$ cat config.mk
export PLATFORM = sky130hd
export DESIGN_NAME = gray_position_tracker
export DESIGN_NICKNAME = d
export VERILOG_FILES = /design/src/rtl/gray_tracker_pkg.sv /design/src/rtl/gray_stab_filter.sv /design/src/rtl/gray_position_tracker.sv
export SDC_FILE = /design/constraint.sdc
export NUM_CORES = 1
export LEC_CHECK = 0
export ABC_AREA = 1
export CORE_AREA = 3 3 73 75
export DETAILED_ROUTE_END_ITERATION = 8
export DIE_AREA = 0 0 76 78
export GPL_TIMING_DRIVEN = 0
export PLACE_DENSITY_LB_ADDON = 0.12
export SETUP_SLACK_MARGIN = 0.3
export SYNTH_ARGS = -nofsm -noshare
export SYNTH_HDL_FRONTEND = slang
export SYNTH_SLANG_ARGS = --single-unit
export TNS_END_PERCENT = 1
$ cat constraint.sdc
create_clock -name clk -period 4.3 [get_ports clk]
set_input_delay 0.43 -clock clk [delete_from_list [all_inputs] [get_ports clk]]
set_output_delay 0.43 -clock clk [all_outputs]
set_load 0.01 [all_outputs]
$ cat src/rtl/gray_tracker_pkg.sv
// Shared state encodings and error-counter constants for the Gray position tracker.
package gray_tracker_pkg;

    typedef enum logic [1:0] {
        ST_IDLE  = 2'd0,
        ST_INIT  = 2'd1,
        ST_TRACK = 2'd2
    } state_t;

    localparam int                   ERR_CNT_W   = 8;
    localparam logic [ERR_CNT_W-1:0] ERR_CNT_MAX = 8'd255;

endpackage

$ cat src/rtl/gray_stab_filter.sv
// Two-flop synchroniser on the raw encoder lines plus a stability counter that
// flags a candidate code once it has been seen STABLE_CYCLES times in a row.
module gray_stab_filter #(
    parameter int N             = 4,
    parameter int STABLE_CYCLES = 4
) (
    input  logic         clk,
    input  logic         rst_n,
    input  logic [N-1:0] gray_in,
    output logic [N-1:0] cand,
    output logic         stable
);

    localparam int             SW       = (STABLE_CYCLES > 2) ? $clog2(STABLE_CYCLES) : 1;
    localparam logic [SW-1:0]  STAB_MAX = SW'(STABLE_CYCLES - 1);

    logic [N-1:0]  s1, s2, cand_r;
    logic [SW-1:0] stab;

    // cand/stable leave through one more register so the pair is always a
    // consistent snapshot; this stage sets the end-to-end accept latency.
    always_ff @(posedge clk or negedge rst_n) begin
        if (!rst_n) begin
            s1     <= '0;
            s2     <= '0;
            cand_r <= '0;
            stab   <= '0;
            cand   <= '0;
            stable <= 1'b0;
        end else begin
            s1 <= gray_in;
            s2 <= s1;
            if (s2 != cand_r) begin
                cand_r <= s2;
                stab   <= '0;
            end else if (stab < STAB_MAX) begin
                stab <= stab + 1'b1;
            end
            cand   <= cand_r;
            stable <= (s2 == cand_r) && (stab == STAB_MAX);
        end
    end

endmodule

$ cat src/rtl/gray_position_tracker.sv
// Absolute Gray encoder front end: filtered code acceptance, single-bit step
// check, Gray-to-binary decode, step direction and multi-turn counting.
module gray_position_tracker
    import gray_tracker_pkg::*;
#(
    parameter int N             = 4,
    parameter int STABLE_CYCLES = 4,
    parameter int TURN_W        = 8
) (
    input  logic                 clk,
    input  logic                 rst_n,
    input  logic                 en,
    input  logic                 clear,
    input  logic [N-1:0]         gray_in,
    output logic [N-1:0]         pos_bin,
    output logic [TURN_W-1:0]    turns,
    output logic                 pos_valid,
    output logic                 dir,
    output logic                 step_err,
    output logic [ERR_CNT_W-1:0] err_cnt
);

    localparam logic [N-1:0] POS_MAX = '1;

    state_t                 state_q, state_d;
    logic [N-1:0]           cand, cand_bin, acc, acc_d, pos_d, pos_inc, diff;
    logic [TURN_W-1:0]      turns_d;
    logic [ERR_CNT_W-1:0]   cnt_d;
    logic                   stable, pv_d, dir_d, err_d, single;

    gray_stab_filter #(.N(N), .STABLE_CYCLES(STABLE_CYCLES)) u_filt (
        .clk     (clk),
        .rst_n   (rst_n),
        .gray_in (gray_in),
        .cand    (cand),
        .stable  (stable)
    );

    // Each binary bit is the XOR of all Gray bits at or above it.
    always_comb begin
        cand_bin = '0;
        for (int i = 0; i < N; i++) cand_bin[i] = ^(cand >> i);
    end

    assign diff    = cand ^ acc;
    assign single  = (diff != '0) && ((diff & (diff - 1'b1)) == '0);
    assign pos_inc = pos_bin + 1'b1;

    always_comb begin
        state_d = state_q;
        acc_d   = acc;
        pos_d   = pos_bin;
        turns_d = turns;
        dir_d   = dir;
        err_d   = step_err;
        cnt_d   = err_cnt;
        pv_d    = 1'b0;
        case (state_q)
            ST_IDLE: if (en) state_d = ST_INIT;
            ST_INIT: begin
                if (!en) state_d = ST_IDLE;
                else if (stable) begin
                    acc_d   = cand;
                    pos_d   = cand_bin;
                    pv_d    = 1'b1;
                    state_d = ST_TRACK;
                end
            end
            ST_TRACK: begin
                if (!en) state_d = ST_IDLE;
                else if (stable && (cand != acc)) begin
                    acc_d = cand;
                    pos_d = cand_bin;
                    pv_d  = 1'b1;
                    if (single) begin
                        dir_d = (cand_bin == pos_inc);
                        if (pos_bin == POS_MAX && cand_bin == '0)      turns_d = turns + 1'b1;
                        else if (pos_bin == '0 && cand_bin == POS_MAX) turns_d = turns - 1'b1;
                    end else begin
                        err_d = 1'b1;
                        if (err_cnt != ERR_CNT_MAX) cnt_d = err_cnt + 1'b1;
                    end
                end
            end
            default: state_d = ST_IDLE;
        endcase
        // clear overrides any accept decided above; INIT picks the code up again
        if (clear) begin
            acc_d   = acc;
            pos_d   = pos_bin;
            dir_d   = dir;
            pv_d    = 1'b0;
            turns_d = '0;
            cnt_d   = '0;
            err_d   = 1'b0;
            state_d = en ? ST_INIT : ST_IDLE;
        end
    end

    always_ff @(posedge clk or negedge rst_n) begin
        if (!rst_n) begin
            state_q   <= ST_IDLE;
            acc       <= '0;
            pos_bin   <= '0;
            turns     <= '0;
            dir       <= 1'b0;
            step_err  <= 1'b0;
            err_cnt   <= '0;
            pos_valid <= 1'b0;
        end else begin
            state_q   <= state_d;
            acc       <= acc_d;
            pos_bin   <= pos_d;
            turns     <= turns_d;
            dir       <= dir_d;
            step_err  <= err_d;
            err_cnt   <= cnt_d;
            pos_valid <= pv_d;
        end
    end

endmodule

==> results_dict.tcl <==
set metrics [dict create \
    max_freq_mhz 357 \
    first_global_vias 2308 \
    grt_max_degree 31 \
    skew_ns 0.00765 \
    worst_path_max_delay_cell "dfrtp_1" \
    cts_resized 0 \
    r2r_cells 15 \
    root_buffer "clkbuf_8" \
    setup.worst_path.start "u_filt.cand[3]" \
    dp_slack_ns 1.55 \
    crit_end "turns[7]" \
    hold_violations 0 \
    wl_per_cell_um 11.9 \
    rsz0062_at_grt "false" \
    placed_cells 459 \
    vias_per_cell 5.10 \
    ant_nets 0 \
    yosysTopAreaCell "dfrtp_1" \
    synth-edff-count 0 \
    numCtsBuffers 5 \
    async_reset_ff_frac 1.00 \
    dp_hpwl_um 4040 \
    period_share 0.651 \
    cts_tree "done" \
    hold_path_class "in2async" \
    grt_pass1_wl_um 10000 \
    arrival_ns 3.01 \
    cp_cell_sequence "inv_2 -> ha_1 -> inv_1 -> nand2_1 -> nand2_1 -> nand2_1 -> nand2_4 -> nand3_4 -> ha_1 -> a21oi_1 -> o21ai_0 -> a21oi_1 -> nand3_1 -> nand3_1 -> nand2_1" \
    required_ns 4.51 \
    start_kind "register" \
    drt_iter0_markers 111 \
    ys.flop_type "dfrtp_1" \
    synth_seq_cells 47 \
    r2r-start "u_filt.cand[3]" \
    path_class "reg2reg" \
    ir_drop_uv 314 \
    drive_above_1_share 0.128 \
    slew_headroom 0.665 \
    finalCriticalPeriod_ns 2.80 \
    p_leak_nw 1.66 \
    drt-pass1-iter-count 4 \
    io_pins 31 \
    end_kind "register" \
    rows 25 \
    cts_setup_buffers 0 \
    synth_cell_type_count 38 \
    cp_common_cell "nand2_1" \
    r2r_slack_ns 1.50 \
    layout.nets 423 \
    instances_no_fill 467 \
    timing.rr.end "turns[7]" \
    route.detailed.drc 0 \
    cp_max_fo 9 \
    setup_ws_ns 1.50 \
    clk_latency_ns 0.31 \
    setup_viol 0 \
    die_w_um 76 \
    ys_warn_count 0 \
    drt_wl_total_um 5550 \
    clk_pin_slew_ns 0.10 \
    clock_sinks 47 \
    layout-area-overhead-vs-synth_pct 17.1 \
    cts_buffer_depth 2 \
    netlist_area_sq_um 2900 \
    h-tree-depth 2 \
    core_sq_um 4720 \
    avgSynthCellArea_sq_um 8.04 \
    drv_cap 0 \
    antenna_found_initial 0 \
    vias 2383 \
    worst_path_largest_cell_delay_ns 0.47 \
    gp_congestion 0.833 \
    num_antenna_cells 0 \
    gr-total-overflow 0 \
    dieArea_sq_um 5930 \
    grt_use_total 0.205 \
    synth_area_leaders "dfrtp_1 (41%), nand2_1 (14%), ha_1 (6.5%), nand3_1 (5.9%), inv_1 (5.0%)" \
    die_y_um 78 \
    place.port_buffers 30 \
    tightest_slew_ns 0.503 \
    start_util 0.615 \
    yosys.area.top_type_share 0.405 \
    tns_ns 0 \
    final_core_util 0.720 \
    ys_seq_area_frac 0.405 \
    power.density_nw_per_um2 330 \
    fin_total_pwr_mw 1.12 \
    syn_nets 385 \
    status "finished, final reports clean" \
    report.final.slew_viol_count 0 \
    syn_inst 361 \
    hold_buffers 0 \
]
-- cells by family (layout without fill, tap and decap cells) --
family                     after synthesis  after routing  synth area share
AOI/OAI and AO/OA                       29             29            0.0655
xor gates and xnor gates                13             13            0.0392
adders and majority gates               16             16            0.0716
buffers and inverters                   54             93            0.0741
DFF                                     47             47             0.405
and+or+nand+nor                        202            202             0.344
-- area by class of cell --
cell class,count,area (sq um)
Tap cell,67,83.8
Clock buffer,5,68.8
Multi-Input combinational cell,260,1510
Fill cell,363,1320
Timing Repair Buffer,31,315
Clock inverter,3,28.8
Buffer,8,42.5
Sequential cell,47,1180
Inverter,46,173
-- where the power goes --
part	switching [mW]	leakage (nW)	internal, mW
registers	0.0439	0.611	0.481
clock network	0.171	0.0511	0.123
logic	0.176	0.994	0.128
-- synth_stat cells (5+ instances only) --
master   count
nor2_1      16
o21ai_1      7
nand4_1      8
ha_1        15
inv_2        6
a21oi_1     10
xor2_1       7
dfrtp_1     47
nand3_1     34
nor2_4       5
nand2_2      9
nor2_2       5
xnor2_1      6
nand2_1    105
inv_1       39
-- how the worst min path moves through the flow --
stage	to	slack, ns
global route	pos_bin[0]	0.07
detailed placement	u_filt.s2[1]	0.33
global placement	u_filt.s2[1]	0.33
floorplan	acc[0]	0.13
finish	pos_bin[0]	0.04
CTS	pos_bin[0]	0.05
-- stage by stage --
stage / hold slack (ns) / cell area, sq um
final: 0.0434 / 3400
after global routing: 0.0737 / 3400
after CTS: 0.0547 / 3400
after detailed placement: 0.335 / 3300
after global placement: 0.331 / 3290
after floorplan: 0.134 / 2900
-- worst max-delay path, delay by kind of cell, from the launching register on --
kind	cells	cell delay (ns)
AND/OR/NAND/NOR	8	0.79
adder cells (fa/ha/maj)	2	0.68
AO/OA/AOI/OAI	3	0.53
flip-flops	1	0.47
buffers and inverters	2	0.21
-- registers in the layout, indices dropped and copies added, names as in the netlist --
name / flops
u_filt.cand_r: 4
turns: 8
u_filt.s1: 4
acc: 4
state_q: 2
dir: 1
pos_bin: 3
u_filt.stab: 2
u_filt.cand: 4
u_filt.stable: 1
err_cnt: 8
u_filt.s2: 4
pos_valid: 1
step_err: 1
-- metal layers --
metal  part of all wire  up-vias  wire, um  GRT usage
met2               0.48       44      2670      0.356
li1                   -     1229         -          -
met5                  0        -         0          0
met3              0.035        5       196     0.0348
met1               0.47     1105      2620      0.261
met4              0.011        0        59     0.0670
-- placed cells by master (no fill, tap or decap), drive strengths merged --
| cell | count |
|---|---|
| nand2 | 118 |
| inv | 48 |
| dfrtp | 47 |
| nand3 | 40 |
| clkdlybuf4s50 | 29 |
| nor2 | 26 |
| ha | 15 |
| o21ai | 14 |
| a21oi | 10 |
| clkbuf | 9 |
| nand4 | 8 |
| xor2 | 7 |
| xnor2 | 6 |
| buf | 6 |
| nor3 | 4 |
| nor3b | 2 |
| o2111ai | 1 |
| nand2b | 1 |
| clkinv | 1 |
| o21a | 1 |
| or2 | 1 |
| and3 | 1 |
| a31oi | 1 |
| nand3b | 1 |
| o211ai | 1 |
| o22ai | 1 |
| fa | 1 |
(Power assumes the default switching activity.)
==> edit 1 (config.mk and constraints unchanged) <==
Change the parameter `TURN_W` from 8 to 6.
--- a/src/rtl/gray_position_tracker.sv
+++ b/src/rtl/gray_position_tracker.sv
@@ -5,7 +5,7 @@
 #(
     parameter int N             = 4,
     parameter int STABLE_CYCLES = 4,
-    parameter int TURN_W        = 8
+    parameter int TURN_W        = 6
 ) (
     input  logic                 clk,
     input  logic                 rst_n,
Ports: changed (resized turns); port bits go from 31 to 29. The function was not compared with the original's and may differ.
==> edit 1 against the original RTL <==
First-iteration DRC count down 46%. Total power up 34%. Routed wire length shrank 20%. Sequential cell count fell by 2. Utilization fell by 8.6 points. Area after synthesis fell by 15%. Clock skew fell by 0.00081 ns. Design area decreased by 12%. Setup slack gained 0.22 ns. Largest power group unchanged.
==> edit 1: results <==
group,metric,value,unit
place,pre_cts_slack,1.73,ns
cells_and_area,n_fill_cell,418,
clocking,cts_buffer_depth,2,
synthesis,synthTopCellsByCount,"nand2_1, dfrtp_1, inv_1",
cells_and_area,n_all_inverters,31,
place,placedInstanceArea,2860,sq um
place,placed_cells,389,
pwr,p_per_area,502,nW/um^2
worst_setup_path,reg2reg_to,"turns[5]$_DFFE_PN0P_",
cells_and_area,final-nonclk-buf-share,11.9,%
grt,grt_pass1_wl,7800,um
pwr,vdd_drop_max,0.250,mV
worst_setup_path,rr_worst_depth,17,
synthesis,synth-main-ff-cell,"dfrtp_1",
detailed_routing,via_per_inst,4.87,
synthesis,syn_inst,293,
detailed_routing,wl_per_cell,11.2,um
place,numPortBuffers,28,
cells_and_area,seqCellArea,1130,sq um
status,status,"finished, final reports clean",
grt,grt_usage,16.5,%
synthesis,ys_seq_area_share,45.4,%
grt,grt_pass1_vias,1733,
cells_and_area,reg_top3,"err_cnt (8), turns (6)",
timing,setup_viol,0,
grt,met2_usage,27.0,%
synthesis,syn-num-nets,315,
cells_and_area,clk_share,4.59,%
cells_and_area,seq_cell_count,45,
worst_setup_path,arrival,2.78,ns
cells_and_area,multi_input_area_share,39.2,%
cells_and_area,multi_input_gates,207,
grt,grtUsageMet1,21.3,%
timing,worst_pin_slew,0.497,ns
place,dp_hpwl,3330,um
timing,finalCriticalPeriod,2.58,ns
worst_setup_path,cp_max_fo,7,
pwr,power.leakage,1.41,nW
worst_setup_path,crit_path_end,"turns[5]$_DFFE_PN0P_",
detailed_routing,vias,1935,
cells_and_area,finalNetCount,351,
synthesis,synth.distinct_cells,31,
grt,grt_max_degree,31,
synthesis,ys_top_cells_by_area,"dfrtp_1, nand2_1, ha_1",
-- edit 1: worst min path at each step --
stage                           startpoint                     end  slack, ns  cells past startpoint
floorplan                            rst_n      acc[0]$_DFFE_PN0P_       0.13                      0
global route                         rst_n  pos_bin[2]$_DFFE_PN0P_       0.06                      1
global placement    u_filt.s1[2]$_DFF_PN0_  u_filt.s2[2]$_DFF_PN0_       0.33                      0
finish                               rst_n  pos_bin[2]$_DFFE_PN0P_       0.04                      1
CTS                                  rst_n  pos_bin[2]$_DFFE_PN0P_       0.05                      1
detailed placement  u_filt.s1[0]$_DFF_PN0_  u_filt.s2[0]$_DFF_PN0_       0.34                      0
-- edit 1: report_power, final --
part	internal (W)	leakage, nW	switching, W
logic	0.000262	0.777	0.000278
clock network	0.000234	0.0687	0.000157
registers	0.000495	0.569	0.0000774
-- edit 1: logic make-up (layout without fill, tap and decap cells) --
group | after synthesis | after routing | share of synthesized area, %
AND/OR/NAND/NOR | 138 | 138 | 25.4
flip-flops | 45 | 45 | 45.4
AO/OA/AOI/OAI | 41 | 41 | 9.64
buffers and inverters | 41 | 78 | 7.17
adder cells (fa/ha/maj) | 14 | 14 | 7.37
XOR/XNOR | 14 | 14 | 4.95
-- edit 1: routing by layer --
layer	share of wire, %	vias up
met4	1.6	0
met2	47	30
li1	-	1008
met1	48	893
met3	3.5	4
met5	0	-
-- edit 1: critical path, stage by stage, from the launching register on --
cell     delay, ns
dfrtp_1       0.42
inv_2         0.07
ha_1          0.32
inv_2         0.10
nand2_1       0.07
nand2_1       0.07
nand2_1       0.04
nand2_1       0.12
nand3_2       0.18
ha_1          0.38
a21oi_1       0.17
o21ai_0       0.10
nor2_1        0.14
nand3_1       0.09
nand2_1       0.06
nor2_1        0.04
nand2_1       0.06
nand2_1       0.05
==> edit 2 (config.mk and constraints unchanged) <==
Made on the original files. Reset style: synchronous (`rst_n`), changed in 2 clocked blocks.
--- a/src/rtl/gray_stab_filter.sv
+++ b/src/rtl/gray_stab_filter.sv
@@ -19,7 +19,7 @@
 
     // cand/stable leave through one more register so the pair is always a
     // consistent snapshot; this stage sets the end-to-end accept latency.
-    always_ff @(posedge clk or negedge rst_n) begin
+    always_ff @(posedge clk) begin
         if (!rst_n) begin
             s1     <= '0;
             s2     <= '0;
--- a/src/rtl/gray_position_tracker.sv
+++ b/src/rtl/gray_position_tracker.sv
@@ -97,7 +97,7 @@
         end
     end
 
-    always_ff @(posedge clk or negedge rst_n) begin
+    always_ff @(posedge clk) begin
         if (!rst_n) begin
             state_q   <= ST_IDLE;
             acc       <= '0;
Behaviour: differs if rst_n is asserted again (counterexample within 10 cycles, from zero or initial values and one cycle with rst_n low); with rst_n held inactive, the same outputs for 10 cycles.
==> edit 2 against the original RTL <==
Via count down 7.3%. Sequential share of layout area down 4.5 points. Design area down 8.0%. Clock skew down 0.0060 ns. Maximum frequency up 4.2%. Setup slack better by 0.11 ns. Area after synthesis down 9.9%. Routed wire length down 11%. Critical path depth up 1. Sequential cell count unchanged.
Power is not compared: it rests on default switching activity, and its combinational part moved more than twofold at a synthesized area within 25%.
==> edit 2: results <==
group,metric,value,unit
detailed_routing,via_per_inst,4.87,
min_path,hp-class,"reg -> reg",
synthesis,synthXorXnorAreaFrac,7.94,%
worst_setup_path,cp-startpoint,"u_filt.cand[3]$_SDFF_PN0_",
grt,grt_pass1_vias,2157,
synthesis,synth.distinct_cells,31,
worst_setup_path,crit_path_end,"turns[6]$_SDFFE_PP0P_",
worst_setup_path,critical-path-top-delay-family,"adder cells",
detailed_routing,dr_wl_met3,143,um
status,status,"finished, final reports clean",
detailed_routing,wl_met1,2400,um
worst_setup_path,crit_path_top_delay_cell,"fa_1",
synthesis,synth_compound_area_share,8.18,%
worst_setup_path,rr_worst_depth,16,
place,gp_congestion,0.827,
timing,hold_ws,0.418,ns
worst_setup_path,max_stage_delay,0.44,ns
synthesis,synthTopCellsByCount,"nand2_1, dfxtp_1, inv_1",
timing,worst_pin_slew,0.675,ns
synthesis,ys_top_cells_by_area,"dfxtp_1, nand2_1, ha_1",
synthesis,postSynth.asyncResetShare,0,%
grt,met2_usage,32.4,%
synthesis,ys_seq_area_share,36.0,%
timing,finClkSkew,0.00167,ns
grt,grt_max_degree,16,
cells_and_area,instances_no_fill,454,
synthesis,synth-main-ff-cell,"dfxtp_1",
place,dp_hpwl,3700,um
place,numPortBuffers,29,
cells_and_area,drive_gt1_share,9.82,%
detailed_routing,wl_met2,2320,um
synthesis,syn-num-nets,374,
cells_and_area,finalNetCount,410,
timing,max_clock_freq,372,MHz
==> edit 2: changes by cell type in the layout (fill, tap and decap cells not counted), moves of 4 or more <==
cell     change
dfrtp_1     -47
dfxtp_1     +47
nand2_1     -21
nor2_1      +21
a21oi_1     +12
nand3_1     -10
xor2_1       +8
o21ai_0      +5
nor2_2       -4
==> edit 2: area by class of cell <==
type                       count  area (sq um)
fill                         427          1600
multi-input combinational    251          1460
sequential                    47           941
timing repair buffer          29           290
inverter                      46           178
tap                           67          83.8
clock buffer                   5          68.8
clock inverter                 3          67.6
buffer                         6          38.8
==> edit 2: power by group through the flow <==
stage | sequential (W) | combinational [W] | clock [W]
after floorplan | 0.000461 | 0.0000603 | 0
after global placement | 0.000461 | 0.0000790 | 0
after detailed placement | 0.000462 | 0.0000808 | 0
after CTS | 0.000451 | 0.0000814 | 0.000388
after global routing | 0.000453 | 0.0000934 | 0.000404
final | 0.000451 | 0.0000807 | 0.000381
